`config.mk`:
```
export PLATFORM = sky130hd
export DESIGN_NAME = mem_port_arbiter
export DESIGN_NICKNAME = d
export VERILOG_FILES = /design/src/rtl/mem_port_arbiter.sv
export SDC_FILE = /design/constraint.sdc
export NUM_CORES = 1
export LEC_CHECK = 0
export ABC_AREA = 1
export CORE_MARGIN = 2
export CORE_UTILIZATION = 48
export DETAILED_ROUTE_END_ITERATION = 10
export PLACE_DENSITY = 0.81
export REMOVE_ABC_BUFFERS = 1
export SLEW_MARGIN = 10
export SYNTH_ARGS = -nofsm -noshare
export SYNTH_HDL_FRONTEND = slang
export SYNTH_SLANG_ARGS = --single-unit
```
`constraint.sdc`:
```
create_clock -name clk_in -period 4.59 [get_ports clk_in]
set_clock_uncertainty 0.15 [all_clocks]
set_input_delay 1.377 -clock clk_in [delete_from_list [all_inputs] [get_ports clk_in]]
set_output_delay 1.377 -clock clk_in [all_outputs]
set_load 0.03 [all_outputs]
```
`src/rtl/mem_port_arbiter.sv`:
```
// Arbitrates N_CH requesters onto a byte-wide RAM/IO bus, serialising 1/2/4-byte accesses little-endian.
// Define MEM_ARB_FIXED_PRIO_EN for fixed priority (highest index wins) instead of round-robin.
module mem_port_arbiter #(
    parameter int              N_CH       = 2,
    parameter logic [N_CH-1:0] FLUSH_MASK = {N_CH{1'b1}}
) (
    input  logic                 clk_in,
    input  logic                 rst_n_in,
    input  logic                 rdy_in,
    input  logic                 flush_in,
    input  logic [N_CH-1:0]      ch_valid,
    input  logic [N_CH-1:0]      ch_we,
    input  logic [2*N_CH-1:0]    ch_size,
    input  logic [32*N_CH-1:0]   ch_addr,
    input  logic [32*N_CH-1:0]   ch_wdata,
    output logic [N_CH-1:0]      ch_grant,
    output logic [N_CH-1:0]      ch_done,
    output logic [31:0]          rdata,
    output logic                 busy,
    input  logic [7:0]           mem_din,
    output logic [7:0]           mem_dout,
    output logic [31:0]          mem_a,
    output logic                 mem_wr,
    input  logic                 io_buffer_full
);

    // state   | meaning
    // S_IDLE  | arbitrating, bus idle
    // S_READ  | issuing read addresses, then collecting the trailing byte
    // S_WRITE | driving one write byte per cycle, stalls on full IO buffer
    typedef enum logic [1:0] {S_IDLE, S_READ, S_WRITE} state_t;

    localparam int PW = (N_CH > 1) ? $clog2(N_CH) : 1;

    state_t            state_q, state_d;
    logic [PW-1:0]     ptr_q, ptr_d;
    logic [PW-1:0]     ch_q, ch_d;
    logic [31:0]       addr_q, addr_d;
    logic [31:0]       wdata_q, wdata_d;
    logic [2:0]        nb_q, nb_d;
    logic [2:0]        cnt_q, cnt_d;
    logic [31:0]       rbuf_q, rbuf_d;
    logic [31:0]       rdata_q, rdata_d;
    logic [N_CH-1:0]   grant_q, grant_d;
    logic [N_CH-1:0]   done_q, done_d;

    logic [N_CH-1:0]   req;
    logic              win_found;
    logic [PW-1:0]     win;
    logic [1:0]        byte_sel;
    logic              io_stall;

    function automatic logic [2:0] size_bytes(input logic [1:0] s);
        case (s)
            2'd0:    return 3'd1;
            2'd1:    return 3'd2;
            default: return 3'd4;
        endcase
    endfunction

    // Masked channels sit out arbitration during a flush cycle.
    always_comb begin
        req       = ch_valid & ~(flush_in ? FLUSH_MASK : '0);
        win_found = |req;
        win       = '0;
`ifdef MEM_ARB_FIXED_PRIO_EN
        for (int i = 0; i < N_CH; i++) begin
            if (req[i]) win = PW'(i);
        end
`else
        for (int i = N_CH - 1; i >= 0; i--) begin
            if (req[(int'(ptr_q) + i) % N_CH]) win = PW'((int'(ptr_q) + i) % N_CH);
        end
`endif
    end

    always_ff @(posedge clk_in or negedge rst_n_in) begin
        if (!rst_n_in) begin
            state_q <= S_IDLE;
            ptr_q   <= '0;
            ch_q    <= '0;
            addr_q  <= '0;
            wdata_q <= '0;
            nb_q    <= '0;
            cnt_q   <= '0;
            rbuf_q  <= '0;
            rdata_q <= '0;
            grant_q <= '0;
            done_q  <= '0;
        end else begin
            state_q <= state_d;
            ptr_q   <= ptr_d;
            ch_q    <= ch_d;
            addr_q  <= addr_d;
            wdata_q <= wdata_d;
            nb_q    <= nb_d;
            cnt_q   <= cnt_d;
            rbuf_q  <= rbuf_d;
            rdata_q <= rdata_d;
            grant_q <= grant_d;
            done_q  <= done_d;
        end
    end

    assign byte_sel = cnt_q[1:0] - 2'd1;

    always_comb begin
        state_d = state_q;
        ptr_d   = ptr_q;
        ch_d    = ch_q;
        addr_d  = addr_q;
        wdata_d = wdata_q;
        nb_d    = nb_q;
        cnt_d   = cnt_q;
        rbuf_d  = rbuf_q;
        rdata_d = rdata_q;
        grant_d = grant_q;
        done_d  = done_q;
        if (rdy_in) begin
            grant_d = '0;
            done_d  = '0;
            case (state_q)
                S_IDLE: begin
                    if (win_found) begin
                        ch_d    = win;
                        addr_d  = ch_addr[32*int'(win) +: 32];
                        wdata_d = ch_wdata[32*int'(win) +: 32];
                        nb_d    = size_bytes(ch_size[2*int'(win) +: 2]);
                        cnt_d   = '0;
                        rbuf_d  = '0;
                        grant_d = N_CH'(1) << win;
                        state_d = ch_we[win] ? S_WRITE : S_READ;
                        ptr_d   = (int'(win) == N_CH - 1) ? '0 : win + 1'b1;
                    end
                end
                S_READ: begin
                    if (flush_in && FLUSH_MASK[ch_q]) begin
                        state_d = S_IDLE;
                    end else begin
                        // mem_din lags the address by one cycle, so cnt_q=k delivers byte k-1.
                        if (cnt_q != 3'd0) rbuf_d[8*byte_sel +: 8] = mem_din;
                        if (cnt_q == nb_q) begin
                            state_d = S_IDLE;
                            done_d  = N_CH'(1) << ch_q;
                            rdata_d = rbuf_d;
                        end else begin
                            cnt_d = cnt_q + 3'd1;
                        end
                    end
                end
                S_WRITE: begin
                    if (!io_stall) begin
                        if (cnt_q == nb_q - 3'd1) begin
                            state_d = S_IDLE;
                            done_d  = N_CH'(1) << ch_q;
                        end else begin
                            cnt_d = cnt_q + 3'd1;
                        end
                    end
                end
                default: state_d = S_IDLE;
            endcase
        end
    end

    always_comb begin
        mem_a    = '0;
        mem_dout = '0;
        case (state_q)
            S_READ: begin
                if (cnt_q < nb_q) mem_a = addr_q + 32'(cnt_q);
            end
            S_WRITE: begin
                mem_a    = addr_q + 32'(cnt_q);
                mem_dout = wdata_q[8*cnt_q[1:0] +: 8];
            end
            default: ;
        endcase
    end

    // Bytes aimed at the UART window wait while its TX buffer is full.
    assign io_stall = (state_q == S_WRITE) && (mem_a[17:16] == 2'b11) && io_buffer_full;
    assign mem_wr   = (state_q == S_WRITE) && rdy_in && !io_stall;
    assign busy     = (state_q != S_IDLE);
    assign ch_grant = rdy_in ? grant_q : '0;
    assign ch_done  = rdy_in ? done_q : '0;
    assign rdata    = rdata_q;

endmodule

```
==> out/results.ini <==
[critical_path]
path_class = register to output pin
start_kind = register
critPathTopFamily = buffers and inverters
critPathMaxFanout = 16
worstPathArrival_ns = 2.95
path_buf_inv = 3
r2r_slack_ns = 1.53
cp_cell_sequence = buf_4 > ha_1 > nand3_1 > nand3_1 > a21oi_2 > clkinvlp_4 > nor2_1 > clkdlybuf4s50_1
worstSetupEndpointType = output pin
crit_path_top_delay_cell = clkdlybuf4s50_1
critPathMostFrequentCell = nand3_1
cpPeakStageDelay_ns = 0.71
required_ns = 3.06

[pwr]
p_comb_share_pct = 41.2
p_per_area_nw_per_um2 = 510
seq_power_share_pct = 33.5
p_leak_nw = 5.26
peakVddDrop_mv = 0.279
p_sw_w = 0.00234
pwr-share-clk_pct = 25.3
p_int_w = 0.00329
p_sw_share_pct = 41.6

[clocking]
cts_tree = done
clk_pin_slew_ns = 0.06
clock_latency_ns = 0.43
hold_buffers = 0
cts-root-buf = clkbuf_16
htree_levels = 4
clkSinkCount = 142
cts-buffers-inserted = 17
cts_buffer_depth = 2

[die]
die_w_um = 132
fp.dieH_um = 132
dieArea_um2 = 17500
row_count = 46
core-area_um2 = 16000
initial_core_util_pct = 49.4
io_pins = 227

[place]
io_buffers = 226
hpwl_mm = 17.4
gp_congestion = 0.928
dpl-instance-area_um2 = 10400

[sta]
relSlewSlack_pct = 45.3
hold_viol = 0
worstMarginPinSlew_ns = 0.820
fmax_ghz = 0.223
fin_crit_sh_pct = 97.5
setup_tns_ns = 0
finalSetupViolCount = 0
layout_min_cycle_time_ns = 4.48
slew_viol_final = 0

[synthesis]
postSynthAreaPerCell_um2 = 7.42
synth_enable_flop_cells = 0
yosysTopAreaCell = dfrtp_1
synth_cell_type_count = 32
synth_top_area_share_pct = 45.0
yosysMostFrequentCell = nand2_1
synthArstFlopShare_pct = 100
yosys-top-cells-count = 241 x nand2_1, 205 x nand3_1, 142 x dfrtp_1
ys_warn_count = 0
netlist_instances = 1065
synthesis.area_um2 = 7900
synthTopCellsByArea = dfrtp_1 45%, nand3_1 13%, nand2_1 11%
ys_seq_area_share_pct = 45.0
yosys_register_bits = 142
synthFlopType = dfrtp_1

[drt]
via_count = 8455
wl_met1_mm = 10.0
wl_met2_mm = 12.1
first_iter_violations = 592
drtPass1Iterations = 5
drt-total-wl_mm = 25.1
via_per_inst = 5.64
met3_length_mm = 2.06
ant_nets = 0
wl_per_cell_um = 16.7
highest_layer = met4
drc_errors = 0

[global_route]
antenna_found_initial = 0
grt_use_total_pct = 28.9
grt_remaining_overflow = 0
grt_pass1_wl_mm = 40.9
grt_max_degree = 144
grt_pass1_vias = 8118

[run_status]
status = finished, final reports clean

[finish]
layout-drive-gt1-share_pct = 6.08
post-route-cell-area_um2 = 11000
synthToLayoutAreaGrowth_pct = 39.8
nets = 1437
insertedDiodeCount = 0

[min_path]
hold_class = register to register

[flow_run]
maxCapViolCount = 0

metal layers:
metal  vias up  track usage (%)
met4         0             11.9
met1      3976             36.6
met3        68             7.27
li1       4014                -
met2       397             47.7
met5         -                0
cell usage in the layout (no fill, tap or decap), types with 2 or more instances in the layout:
master,instances
a21oi_1,46
a31oi_1,8
buf_12,4
buf_4,22
bufinv_16,2
clkbuf_16,17
clkbuf_2,4
clkbuf_8,2
clkdlybuf4s50_1,193
clkinv_1,3
clkinv_4,2
clkinvlp_4,3
dfrtp_1,142
dlygate4sd2_1,2
dlymetal6s2s_1,20
ha_1,17
inv_1,68
inv_2,4
inv_6,5
mux2i_1,2
nand2_1,240
nand3_1,205
nand4_1,10
nor2_1,101
nor3_1,8
nor4_1,19
o211ai_1,13
o21a_1,3
o21ai_0,71
o21ai_1,15
o22ai_1,4
o41ai_1,7
or2_2,2
xnor2_1,4
worst min-delay path, delay by kind of cell, from the launching register on:
kind / cells / cell delay (ns)
AND/OR/NAND/NOR: 2 / 0.10
flip-flops: 1 / 0.34
area by class of cell:
class,instances,area (µm²)
Fill cell,1368,4950
Multi-Input combinational cell,786,3840
Sequential cell,142,3550
Timing Repair Buffer,247,2490
Clock buffer,19,453
Inverter,76,289
Tap cell,216,270
Clock inverter,13,153
path summary, 6_finish.rpt:
check	depth (start not counted)	endpoint	from
max in group asynchronous	2	addr_q[3]	rst_n_in
max	8	mem_a[3]	cnt_q[1]
max reg2reg	9	rbuf_q[13]	cnt_q[0]
min in group asynchronous	1	rdata[20]	rst_n_in
min reg2reg	2	rdata[11]	rdata[11]
min	2	rdata[11]	rdata[11]
power groups by stage:
stage	clock network, W	registers [W]	logic [W]
3_3_place_gp	0	0.00188	0.00225
6_report	0.00143	0.00189	0.00232
5_1_grt	0.00149	0.00193	0.00256
4_1_cts	0.00143	0.00188	0.00230
2_1_floorplan	0	0.00192	0.00134
3_5_place_dp	0	0.00189	0.00230
logic make-up (layout without fill, tap and decap cells):
| group | count (synthesis) | after routing | share of synthesized area (%) |
|---|---|---|---|
| adder cells (fa/ha/maj) | 18 | 18 | 2.95 |
| flip-flops | 142 | 142 | 45.0 |
| buffers and inverters | 137 | 355 | 6.63 |
| AND/OR/NAND/NOR | 590 | 590 | 32.6 |
| multiplexers | 2 | 2 | 0.253 |
| XOR/XNOR | 4 | 4 | 0.443 |
| AO/OA/AOI/OAI | 172 | 172 | 12.2 |
repair_timing:
| action | 4_1_cts | 5_1_grt |
|---|---|---|
| pin swaps | 0 | 0 |
| gates resized for setup | 10 | 31 |
| buffers inserted | 0 | 3 |
| setup endpoints to repair | 10 | 25 |
sequential cells by signal, indices dropped and copies added, names as in the netlist:
register / cells
grant_q: 2
nb_q: 3
rdata: 32
addr_q: 32
rbuf_q: 32
wdata_q: 32
state_q: 2
cnt_q: 3
ptr_q: 1
done_q: 2
ch_q: 1
metrics by stage:
stage	hold WS [ns]	setup WS (ns)	std cells	total power, W	utilization (%)
final	0.330	0.114	1499	0.00564	69.1
after global routing	0.337	-0.0127	1499	0.00598	69.1
after CTS	0.328	0.00915	1496	0.00561	68.6
after detailed placement	0.313	0.230	1464	0.00419	64.8
after global placement	0.305	0.238	1464	0.00413	64.8
after floorplan	0.293	-1.80	1004	0.00326	-
Note: power is estimated with default switching activity, not from simulation.
